File: src/rtl/demux_switch_if.sv
`default_nettype none
// ============================================================================
// Module   : demux_switch_if
// Purpose  : Bundle of the demux_switch input handshake, per-slot output
//            handshake and error flag.
//            slave  : view of the distributor itself
//            master : view of the producer / consumers driving it
// Ports    : data_in, S, in_valid, in_ready   - input word channel
//            data_out, out_valid, out_ready   - SIZE output slots
//            sel_err                          - sticky out-of-range flag
//            bcast (DEMUX_BROADCAST_EN only)  - write every slot
// Macro    : DEMUX_BROADCAST_EN adds the bcast signal
// Revision : 1.0 - initial release
// ============================================================================
interface demux_switch_if #(
   parameter int SIZE       = 8,
   parameter int DATA_WIDTH = 16
);
   localparam int SEL_WIDTH = $clog2(SIZE);

   logic [DATA_WIDTH-1:0]      data_in;
   logic [SEL_WIDTH-1:0]       S;
   logic                       in_valid;
   logic                       in_ready;
   logic [SIZE*DATA_WIDTH-1:0] data_out;
   logic [SIZE-1:0]            out_valid;
   logic [SIZE-1:0]            out_ready;
   logic                       sel_err;
`ifdef DEMUX_BROADCAST_EN
   logic                       bcast;

   modport slave (
      input  data_in, S, in_valid, out_ready, bcast,
      output in_ready, data_out, out_valid, sel_err
   );
   modport master (
      output data_in, S, in_valid, out_ready, bcast,
      input  in_ready, data_out, out_valid, sel_err
   );
`else
   modport slave (
      input  data_in, S, in_valid, out_ready,
      output in_ready, data_out, out_valid, sel_err
   );
   modport master (
      output data_in, S, in_valid, out_ready,
      input  in_ready, data_out, out_valid, sel_err
   );
`endif
endinterface
`default_nettype wire

File: src/rtl/demux_switch.sv
`default_nettype none
// ============================================================================
// Module   : demux_switch
// Purpose  : Registered 1-to-SIZE word distributor. One word per clock is
//            accepted on a valid/ready input and written into output slot S;
//            each slot holds its word until its own consumer takes it.
// Ports    : clk    - rising-edge clock
//            reset  - asynchronous, active-high reset
//            bus    - demux_switch_if.slave (input channel, SIZE output
//                     slots, sticky sel_err)
// Macro    : DEMUX_BROADCAST_EN - when defined, bus.bcast=1 writes data_in to
//            every slot; the accept then waits until all slots are free.
// Revision : 1.0 - initial release
// ============================================================================
module demux_switch #(
   parameter int SIZE       = 8,
   parameter int DATA_WIDTH = 16
) (
   input wire logic      clk,
   input wire logic      reset,
   demux_switch_if.slave bus
);
   localparam int SEL_WIDTH = $clog2(SIZE);
   // One extra bit so SIZE itself is representable for the range compare.
   localparam logic [SEL_WIDTH:0] c_size = (SEL_WIDTH+1)'(SIZE);

   logic [SIZE-1:0]            w_sel_onehot;
   logic [SIZE-1:0]            w_slot_open;
   logic [SIZE-1:0]            w_load;
   logic [SIZE-1:0]            w_drain;
   logic                       w_in_range;
   logic                       w_uni_ready;
   logic                       w_ready;
   logic                       w_accept;
   logic                       w_err_set;

   logic [SIZE-1:0]            r_out_valid;
   logic [SIZE*DATA_WIDTH-1:0] r_data_out;
   logic                       r_sel_err;

   // Out-of-range S decodes to an all-zero one-hot, so no slot is touched.
   assign w_in_range = ({1'b0, bus.S} < c_size);

   for (genvar g = 0; g < SIZE; g++) begin : g_sel
      assign w_sel_onehot[g] = (bus.S == SEL_WIDTH'(g));
   end

   // A slot can take a word if it is empty or being drained this cycle.
   assign w_slot_open = ~r_out_valid | bus.out_ready;
   // Out-of-range words are always accepted (and dropped).
   assign w_uni_ready = ~w_in_range | (|(w_sel_onehot & w_slot_open));

`ifdef DEMUX_BROADCAST_EN
   assign w_ready   = ~reset & (bus.bcast ? (&w_slot_open) : w_uni_ready);
   assign w_accept  = bus.in_valid & w_ready;
   assign w_load    = {SIZE{w_accept}} &
                      (bus.bcast ? {SIZE{1'b1}} : w_sel_onehot);
   assign w_err_set = w_accept & ~bus.bcast & ~w_in_range;
`else
   assign w_ready   = ~reset & w_uni_ready;
   assign w_accept  = bus.in_valid & w_ready;
   assign w_load    = {SIZE{w_accept}} & w_sel_onehot;
   assign w_err_set = w_accept & ~w_in_range;
`endif

   // out_ready on an empty slot is masked out here.
   assign w_drain = r_out_valid & bus.out_ready;

   // A refill in the same cycle as a drain wins, keeping the slot valid.
   always_ff @(posedge clk or posedge reset) begin
      if (reset) begin
         r_out_valid <= '0;
         r_sel_err   <= 1'b0;
      end else begin
         r_out_valid <= (r_out_valid & ~w_drain) | w_load;
         if (w_err_set) begin
            r_sel_err <= 1'b1;
         end
      end
   end

   // Slot data only changes on a load; a drain leaves the last word visible.
   for (genvar g = 0; g < SIZE; g++) begin : g_slot
      always_ff @(posedge clk or posedge reset) begin
         if (reset) begin
            r_data_out[g*DATA_WIDTH +: DATA_WIDTH] <= '0;
         end else if (w_load[g]) begin
            r_data_out[g*DATA_WIDTH +: DATA_WIDTH] <= bus.data_in;
         end
      end
   end

   assign bus.in_ready  = w_ready;
   assign bus.out_valid = r_out_valid;
   assign bus.data_out  = r_data_out;
   assign bus.sel_err   = r_sel_err;

endmodule
`default_nettype wire

File: src/flat_wrapper.sv
// flat-port wrapper written by rule: the top's interface ports become plain ports
module demux_switch_flat 
#(
   parameter int SIZE       = 8,
   parameter int DATA_WIDTH = 16
)
  (clk, reset, bus_data_in, bus_S, bus_in_valid, bus_out_ready, bus_in_ready, bus_data_out, bus_out_valid, bus_sel_err);
  demux_switch_if #(.SIZE(SIZE), .DATA_WIDTH(DATA_WIDTH)) bus_i ();
  input wire logic clk;
  input wire logic reset;
  input wire logic [$bits(bus_i.data_in)-1:0] bus_data_in;
  input wire logic [$bits(bus_i.S)-1:0] bus_S;
  input wire logic [$bits(bus_i.in_valid)-1:0] bus_in_valid;
  input wire logic [$bits(bus_i.out_ready)-1:0] bus_out_ready;
  output wire logic [$bits(bus_i.in_ready)-1:0] bus_in_ready;
  output wire logic [$bits(bus_i.data_out)-1:0] bus_data_out;
  output wire logic [$bits(bus_i.out_valid)-1:0] bus_out_valid;
  output wire logic [$bits(bus_i.sel_err)-1:0] bus_sel_err;
  assign bus_i.data_in = bus_data_in;
  assign bus_i.S = bus_S;
  assign bus_i.in_valid = bus_in_valid;
  assign bus_i.out_ready = bus_out_ready;
  assign bus_in_ready = bus_i.in_ready;
  assign bus_data_out = bus_i.data_out;
  assign bus_out_valid = bus_i.out_valid;
  assign bus_sel_err = bus_i.sel_err;
  demux_switch #(.SIZE(SIZE), .DATA_WIDTH(DATA_WIDTH)) u_core (.clk(clk), .reset(reset), .bus(bus_i));
endmodule
File: config.mk
export PLATFORM = sky130hd
export DESIGN_NAME = demux_switch_flat
export DESIGN_NICKNAME = d
export VERILOG_FILES = /design/src/rtl/demux_switch_if.sv /design/src/rtl/demux_switch.sv /design/src/flat_wrapper.sv
export SDC_FILE = /design/constraint.sdc
export NUM_CORES = 1
export LEC_CHECK = 0
export CORE_UTILIZATION = 48
export CTS_BUF_LIST = sky130_fd_sc_hd__clkbuf_4
export DETAILED_ROUTE_END_ITERATION = 12
export GPL_TIMING_DRIVEN = 1
export HOLD_SLACK_MARGIN = 0.08
export PLACE_DENSITY_LB_ADDON = 0.25
export SYNTH_ARGS = -nofsm -noshare
export SYNTH_HDL_FRONTEND = slang
export SYNTH_SLANG_ARGS = --single-unit
File: constraint.sdc
create_clock -name clk -period 5 [get_ports clk]
set_input_delay 1 -clock clk [delete_from_list [all_inputs] [get_ports clk]]
set_output_delay 1 -clock clk [all_outputs]
set_load 0.1 [all_outputs]
; ---- Word level (Yosys, flattened, before mapping)
; Index checks and enable logic that the tools add are counted.
[word_totals]
mem_bits_ro = 0
wordCells = 29
output_inout_bits = 138
mem_bits_rw = 0
n_memories = 0
reg_bits = 136
latch_bits = 0
in_bits = 30
[op_classes]
n_bitwise = 11
reduce_logical = 2
n_mux = 0
n_eq_ne = 7
multipliers = 0
n_addsub = 0
div_mod_pow = 0
shift = 0
order_cmp = 0
[ops]
columns = operator, n
row1 = bitwise AND 8 bit, 4
row2 = inverter 8 bit, 2
row3 = bitwise OR 8 bit, 2
row4 = equality test 3 bit (second input constant), 4
row5 = OR reduction 8 bit, 1
row6 = equality test 3 x 2 -> 1 bit (second input constant), 2
row7 = equality test 3 x 1 -> 1 bit (second input constant), 1
row8 = logical NOT 3 bit, 1
row9 = bitwise AND 1 bit, 2
row10 = inverter 1 bit, 1

; ---- Longest topological paths before layout
; Gate-level depths: netlist of the first run.
[depth]
ltp_word = 8
mapped_depth = 6

; ---- Least setup slack after synthesis of the first run
; No wires, ideal clock.
[synth_path]
path_kind = input-to-reg
startpoint = in reset
endpoint = reg u_core.r_data_out[32], in the netlist u_core.bus.data_out[32]
setup_time_ps = 125
slack_ps = -417
path_buffers = 1
cell_stages = 5
arrival_ps = 5292
t_required_ps = 4875
cell_sequence = inv_1 > nand2_2 > nor4b_4 > buf_6 > mux2_2
[synth_via]
elab_chain_len = 4
[synth_lines]
columns = item, line_no
row1 = start: declaration, flat_wrapper.sv:10  ; input wire logic reset;
row2 = inverter 1 bit, demux_switch.sv:60  ; assign w_ready = ~reset & w_uni_ready;
row3 = bitwise AND 1 bit, demux_switch.sv:60
row4 = bitwise AND 1 bit, demux_switch.sv:61  ; assign w_accept = bus.in_valid & w_ready;
row5 = bitwise AND 8 bit, demux_switch.sv:62  ; assign w_load = {SIZE{w_accept}} & w_sel_onehot;
row6 = end signal: indexed assignment, demux_switch.sv:88  ; r_data_out[g*DATA_WIDTH +: DATA_WIDTH] <= bus.data_in;
row7 = end: declaration, demux_switch.sv:38  ; logic [SIZE*DATA_WIDTH-1:0] r_data_out;
; Every way passes these cells.
; A chain may end at the register's enable or synchronous reset.

; ---- Worst setup path in the final report of the first run
[layout_path]
startpoint = in bus_S[1]
endpoint = out bus_in_ready
[layout_via]
elab_chain_len = 4
elab_cells_between_ends = 11
classes_between = 7 x eq/ne / 2 x bitwise / 2 x reduce/logical
[layout_lines]
columns = item, line_no
row1 = start: declaration, flat_wrapper.sv:12  ; input wire logic [$bits(bus_i.S)-1:0] bus_S;
row2 = equality test 3 x 1 -> 1 bit (tied with other cells), demux_switch.sv:45  ; assign w_sel_onehot[g] = (bus.S == SEL_WIDTH'(g));
row3 = bitwise AND 8 bit *, demux_switch.sv:51  ; assign w_uni_ready = ~w_in_range | (|(w_sel_onehot & w_slot_open));
row4 = OR reduction 8 bit *, demux_switch.sv:51
row5 = bitwise AND 1 bit *, demux_switch.sv:60
row6 = end: declaration, flat_wrapper.sv:15  ; output wire logic [$bits(bus_i.in_ready)-1:0] bus_in_ready;
; Every way passes the cells marked *; elsewhere a longest branch is shown, timed or not.

==> qor.yml, run 1 <==
worst_hold_path:
  hold_path_class: "flop to flop"
worst_setup_path:
  arrival_ns: 3.04
  crit_type: "primary input to primary output"
  crit_required_ns: 4.00
  startpoint_type: "primary input"
  crit_fanout: 11
  crit_path_end_kind: "primary output"
timing:
  fin_crit_sh: 0.809
  hold_violations: 0
  rsz0062_at_grt: "false"
  fmaxAchievable_mhz: 247
  slew_headroom: 0.247
  worst_pin_slew_ns: 1.13
  slew_viol_final: 0
  period_minus_slack_ns: 4.04
  final.setup_skew_ns: 0.0118
  fin_tns_setup_ns: 0
  finalSetupViolCount: 0
routing:
  wl_per_cell_um: 19.1
  drtPass1Iterations: 4
  routed_wl_um: 12400
  via_per_inst: 5.13
  vias: 3337
  antenna_left: 0
  drtIter0Drc: 150
  drc_errors: 0
yosys:
  synth.distinct_cells: 33
  synth-xor-area-share: 0
  yosys.area_share.simple: 0.0578
  synthMuxAreaShare: 0.272
  synth_compound_area_frac: 0.00802
  yosys.area.top_type: "dfrtp_1"
  yosys_warnings: 0
  syn_inst: 321
  yosys.area_share.adder: 0
  syn-num-nets: 351
  synth_area_mm2: 0.00531
  avgSynthCellArea_um2: 16.5
  ys_seq_area_frac: 0.641
  synth_seq_cells: 136
  synth_top_area_share: 0.641
  yosys-top-cells-area: "dfrtp_1, mux2_2, buf_6, nor4b_4, mux2_1"
  synth_top_family_by_area: "multiplexers"
pwr:
  power_density_mw_per_mm2: 675
  leakagePower_nw: 3.21
  power.total_mw: 5.00
  ir_worst_vdd_v: 0.000456
placement:
  gp_congestion: 0.798
  dp_hpwl_um: 8170
  place.port_buffers: 166
clock_network:
  clkLatencyLatePin_ns: 0.51
  cts_max_level: 4
  cts_buffers: 17
  cts.sinks: 136
  cts_tree: "built"
  path_clk_slew_ns: 0.11
  cts-root-buf: "clkbuf_4"
  post_cts_resized: 0
  hold_buffers: 0
  post-cts-setup-buffers: 0
  cts_buffer_depth: 2
layout:
  fin_util: 0.687
  layout_common_cells: "clkdlybuf4s50_1, dfrtp_1, mux2_2"
  diodes: 0
  area_delta_synth_final_pct: 39.7
  layout-drive-gt1-share: 0.347
  fillCellCount: 791
  final_common_cell: "clkdlybuf4s50_1"
  nNetsFinal: 527
grt:
  grt_pass1_vias: 3455
  grt_pass1_wl_um: 19200
  grt_usage: 0.229
  antenna_found_initial: 0
  grt_max_degree: 76
  grt_overflow: 0
floorplanning:
  num_rows: 38
  die_x_um: 107
  ios: 168
  dieArea_mm2: 0.0115
  fp.coreArea_mm2: 0.0108
  start_util: 0.492
  die-height_um: 107
run:
  drv_cap: 0
run_status:
  status: "finished, final reports clean"
[synthesized netlist by cell type, drive strengths merged]
cell type / number
a31oi: 2
a32o: 1
and2: 1
and2b: 1
and3: 1
buf: 13
conb: 1
dfrtp: 136
inv: 1
mux2: 128
nand2: 5
nand2b: 4
nand3: 2
nand3b: 3
nand4: 1
nor2: 4
nor2b: 5
nor3: 1
nor4b: 2
o211ai: 1
o21ai: 1
o31ai: 1
or2: 4
or3: 1
or3b: 1
[worst paths after layout]
check | start | endpoint | slack, ns | cells past startpoint
max | bus_S[1] | bus_in_ready | 0.96 | 5
min | u_core.bus.data_out[53] | u_core.bus.data_out[53] | 0.51 | 1
max reg2reg | u_core.bus.out_valid[0] | u_core.bus.data_out[6] | 2.98 | 4
min reg2reg | u_core.bus.data_out[53] | u_core.bus.data_out[53] | 0.51 | 1
max in group asynchronous | reset | u_core.bus.data_out[96] | 2.36 | 4
min in group asynchronous | reset | u_core.bus.data_out[14] | 1.20 | 3
[routing by layer]
layer | global-route usage | part of all wire | wire length [um] | vias to the layer above
met5 | 0 | 0 | 0 | -
met4 | 0.0753 | 0.0086 | 107 | 0
met3 | 0.0833 | 0.076 | 940 | 12
met2 | 0.369 | 0.50 | 6240 | 121
met1 | 0.287 | 0.41 | 5140 | 1718
li1 | - | - | - | 1486
[kinds of logic after synthesis]
logic type,Yosys count
AO/OA/AOI/OAI,6
buffers and inverters,14
flip-flops,136
multiplexers,128
other,1
AND/OR/NAND/NOR,36
[state kept, by name (all words and copies together) (netlist names)]
register              flops
u_core.bus.out_valid      8
u_core.bus.data_out     128
[layout make-up]
class / instances / area (um^2) / share of cell area
clock buffers: 19 / 143 / 0.0192
well taps: 140 / 175 / 0.0236
repair buffers: 170 / 1690 / 0.228
inverters: 1 / 7.51 / 0.00101
flip-flops and latches: 136 / 3400 / 0.459
multi-input cells: 171 / 1790 / 0.242
clock inverters: 13 / 203 / 0.0273
[metrics by stage]
stage               worst slack, ns  std cells  hold slack, ns  instance area (um^2)
floorplan                     0.472        321            1.02                  5310
global placement               1.02        618           0.471                  7070
detailed placement            0.989        618           0.474                  7070
CTS                           0.969        650           0.511                  7410
global route                  0.929        650           0.526                  7410
finish                        0.955        650           0.510                  7410
[critical path, stage by stage]
cell             delay, ns
clkdlybuf4s50_1       0.77
or3b_2                0.49
a32o_1                0.26
a31oi_1               0.20
buf_4                 0.32
[power breakdown]
part           switching, mW  internal (mW)  leakage [nW]
combinational           2.09          0.602          1.36
clock                  0.387          0.455         0.174
sequential             0.128           1.34          1.68
No activity file was read; power rests on OpenSTA's default activity.
==> run 2, diff against run 1 <==
==> constraint.sdc (replaced) <==
create_clock -name clk -period 4.2 [get_ports clk]
set_input_delay 0.84 -clock clk [delete_from_list [all_inputs] [get_ports clk]]
set_output_delay 0.84 -clock clk [all_outputs]
set_load 0.1 [all_outputs]
==> run 2 against run 1 <==
Effect of this change: sequential cell count stayed put; die area stayed put; non-clock buffer count is 1 higher; clock skew is 0.00066 ns higher; cell area is 0.81% lower; clock-buffer cell count is 1 lower; setup slack worse by 0.36 ns; routed wire length is 2.3% lower; power is 14% higher; first-iteration DRC count is 15% lower; combinational power is 19% higher; cell count is 0.15% lower; largest power group unchanged.
==> qor.yml, run 2 (synthesis gave the netlist of run 1 again) <==
routing:
  vias: 3365
  drtPass1Iterations: 6
  drc_errors: 0
  wl_per_cell_um: 18.7
  antenna_left: 0
  routed_wl_um: 12100
  drtIter0Drc: 128
  via_per_inst: 5.18
layout:
  nNetsFinal: 528
  fillCellCount: 825
  stdcell_area_mm2: 0.00735
  multi_input_area_mm2: 0.00180
  final_common_cell: "clkdlybuf4s50_1"
  layout-drive-gt1-share: 0.342
  largest_reg_flops: 128
  diodes: 0
  seqCellArea_mm2: 0.00340
  fin_util: 0.681
  area_delta_synth_final_pct: 38.6
  layout_common_cells: "clkdlybuf4s50_1, dfrtp_1, mux2_2"
worst_setup_path:
  arrival_ns: 2.77
  crit_path_end_kind: "primary output"
  crit_fanout: 9
  rrSetupSlack_ns: 2.08
  crit_type: "primary input to primary output"
  startpoint_type: "primary input"
  crit_required_ns: 3.36
clock_network:
  cts_tree: "built"
  hold_buffers: 0
  clkLatencyLatePin_ns: 0.51
  cts_buffers: 17
  path_clk_slew_ns: 0.10
  cts_max_level: 4
  cts_buffer_depth: 2
  cts-root-buf: "clkbuf_4"
  post_cts_resized: 0
  post-cts-setup-buffers: 0
  cts.sinks: 136
floorplanning:
  num_rows: 38
  ios: 168
  die_x_um: 107
  die-height_um: 107
  fp.coreArea_mm2: 0.0108
  start_util: 0.492
  dieArea_mm2: 0.0115
timing:
  fmaxAchievable_mhz: 277
  slew_viol_final: 0
  slew_headroom: 0.280
  final.setup_skew_ns: 0.0125
  rsz0062_at_grt: "false"
  fin_tns_setup_ns: 0
  worst_slack_ns: 0.594
  fin_crit_sh: 0.859
  worst_pin_slew_ns: 1.08
  hold_violations: 0
  whs_ns: 0.498
  period_minus_slack_ns: 3.61
  finalSetupViolCount: 0
pwr:
  power_density_mw_per_mm2: 778
  ir_worst_vdd_v: 0.000467
  leakagePower_nw: 3.18
grt:
  grt_pass1_vias: 3518
  grt_pass1_wl_um: 19300
  grt_max_degree: 137
  antenna_found_initial: 0
  grt_overflow: 0
  grt_usage: 0.227
worst_hold_path:
  hold_path_class: "flop to flop"
placement:
  dp_hpwl_um: 8100
  place.port_buffers: 166
  place_ws_ns: 0.603
  gp_congestion: 0.755
  placed_cell_area_mm2: 0.00711
run_status:
  status: "finished, final reports clean"
run:
  drv_cap: 0
==> run 2: cell types whose count changed in the layout (fill, tap and decap cells not counted), sizes merged <==
cell and change:
bufinv -3, clkinv +2, buf +1, clkbuf -1
==> run 2: critical path: stages <==
cell and delay [ns]:
clkdlybuf4s50_1 0.64, or3b_2 0.56, a32o_1 0.26, a31oi_2 0.24
buf_12 0.21
==> run 2: report_power, final <==
part / total [mW] / internal (mW) / switching [mW]
clock: 0.768 / 0.341 / 0.427
sequential: 1.75 / 1.60 / 0.149
combinational: 3.21 / 0.720 / 2.49
==> run 2: worst paths after layout <==
| path | startpoint | end | cells after the start |
|---|---|---|---|
| hold reg to reg | u_core.bus.data_out[44] | u_core.bus.data_out[44] | 1 |
| setup reg to reg | u_core.bus.out_valid[0] | u_core.bus.data_out[8] | 4 |
| min in group asynchronous | reset | u_core.bus.out_valid[0] | 3 |
| max in group asynchronous | reset | u_core.bus.data_out[65] | 3 |
| hold / removal | u_core.bus.data_out[44] | u_core.bus.data_out[44] | 1 |
| setup / recovery | bus_S[2] | bus_in_ready | 5 |
==> run 2: per-layer routing <==
| layer | wire [um] | track usage | up-vias |
|---|---|---|---|
| li1 | - | - | 1500 |
| met4 | 114 | 0.0616 | 0 |
| met1 | 5180 | 0.292 | 1730 |
| met2 | 5860 | 0.357 | 119 |
| met5 | 0 | 0 | - |
| met3 | 992 | 0.0936 | 16 |
==> run 2: final cells by class <==
cell class,count,area share
Clock inverter,12,0.0151
Timing Repair Buffer,171,0.234
Clock buffer,18,0.0184
Inverter,1,0.00102
Sequential cell,136,0.463
Tap cell,140,0.0238
Multi-Input combinational cell,171,0.245
==> run 2: metrics by stage <==
stage	cells	total power, mW
floorplan	321	4.23
global route	649	5.91
finish	649	5.72
global placement	619	4.95
detailed placement	619	4.99
CTS	649	5.77
==> run 3, diff against run 2 <==
--- a/config.mk
+++ b/config.mk
@@ -11,6 +11,7 @@
 export GPL_TIMING_DRIVEN = 1
 export HOLD_SLACK_MARGIN = 0.08
 export PLACE_DENSITY_LB_ADDON = 0.25
+export SETUP_SLACK_MARGIN = 0.15
 export SYNTH_ARGS = -nofsm -noshare
 export SYNTH_HDL_FRONTEND = slang
 export SYNTH_SLANG_ARGS = --single-unit
==> results of run 3 <==
No change in the layout: final DEF, timing and power equal those of run 2.
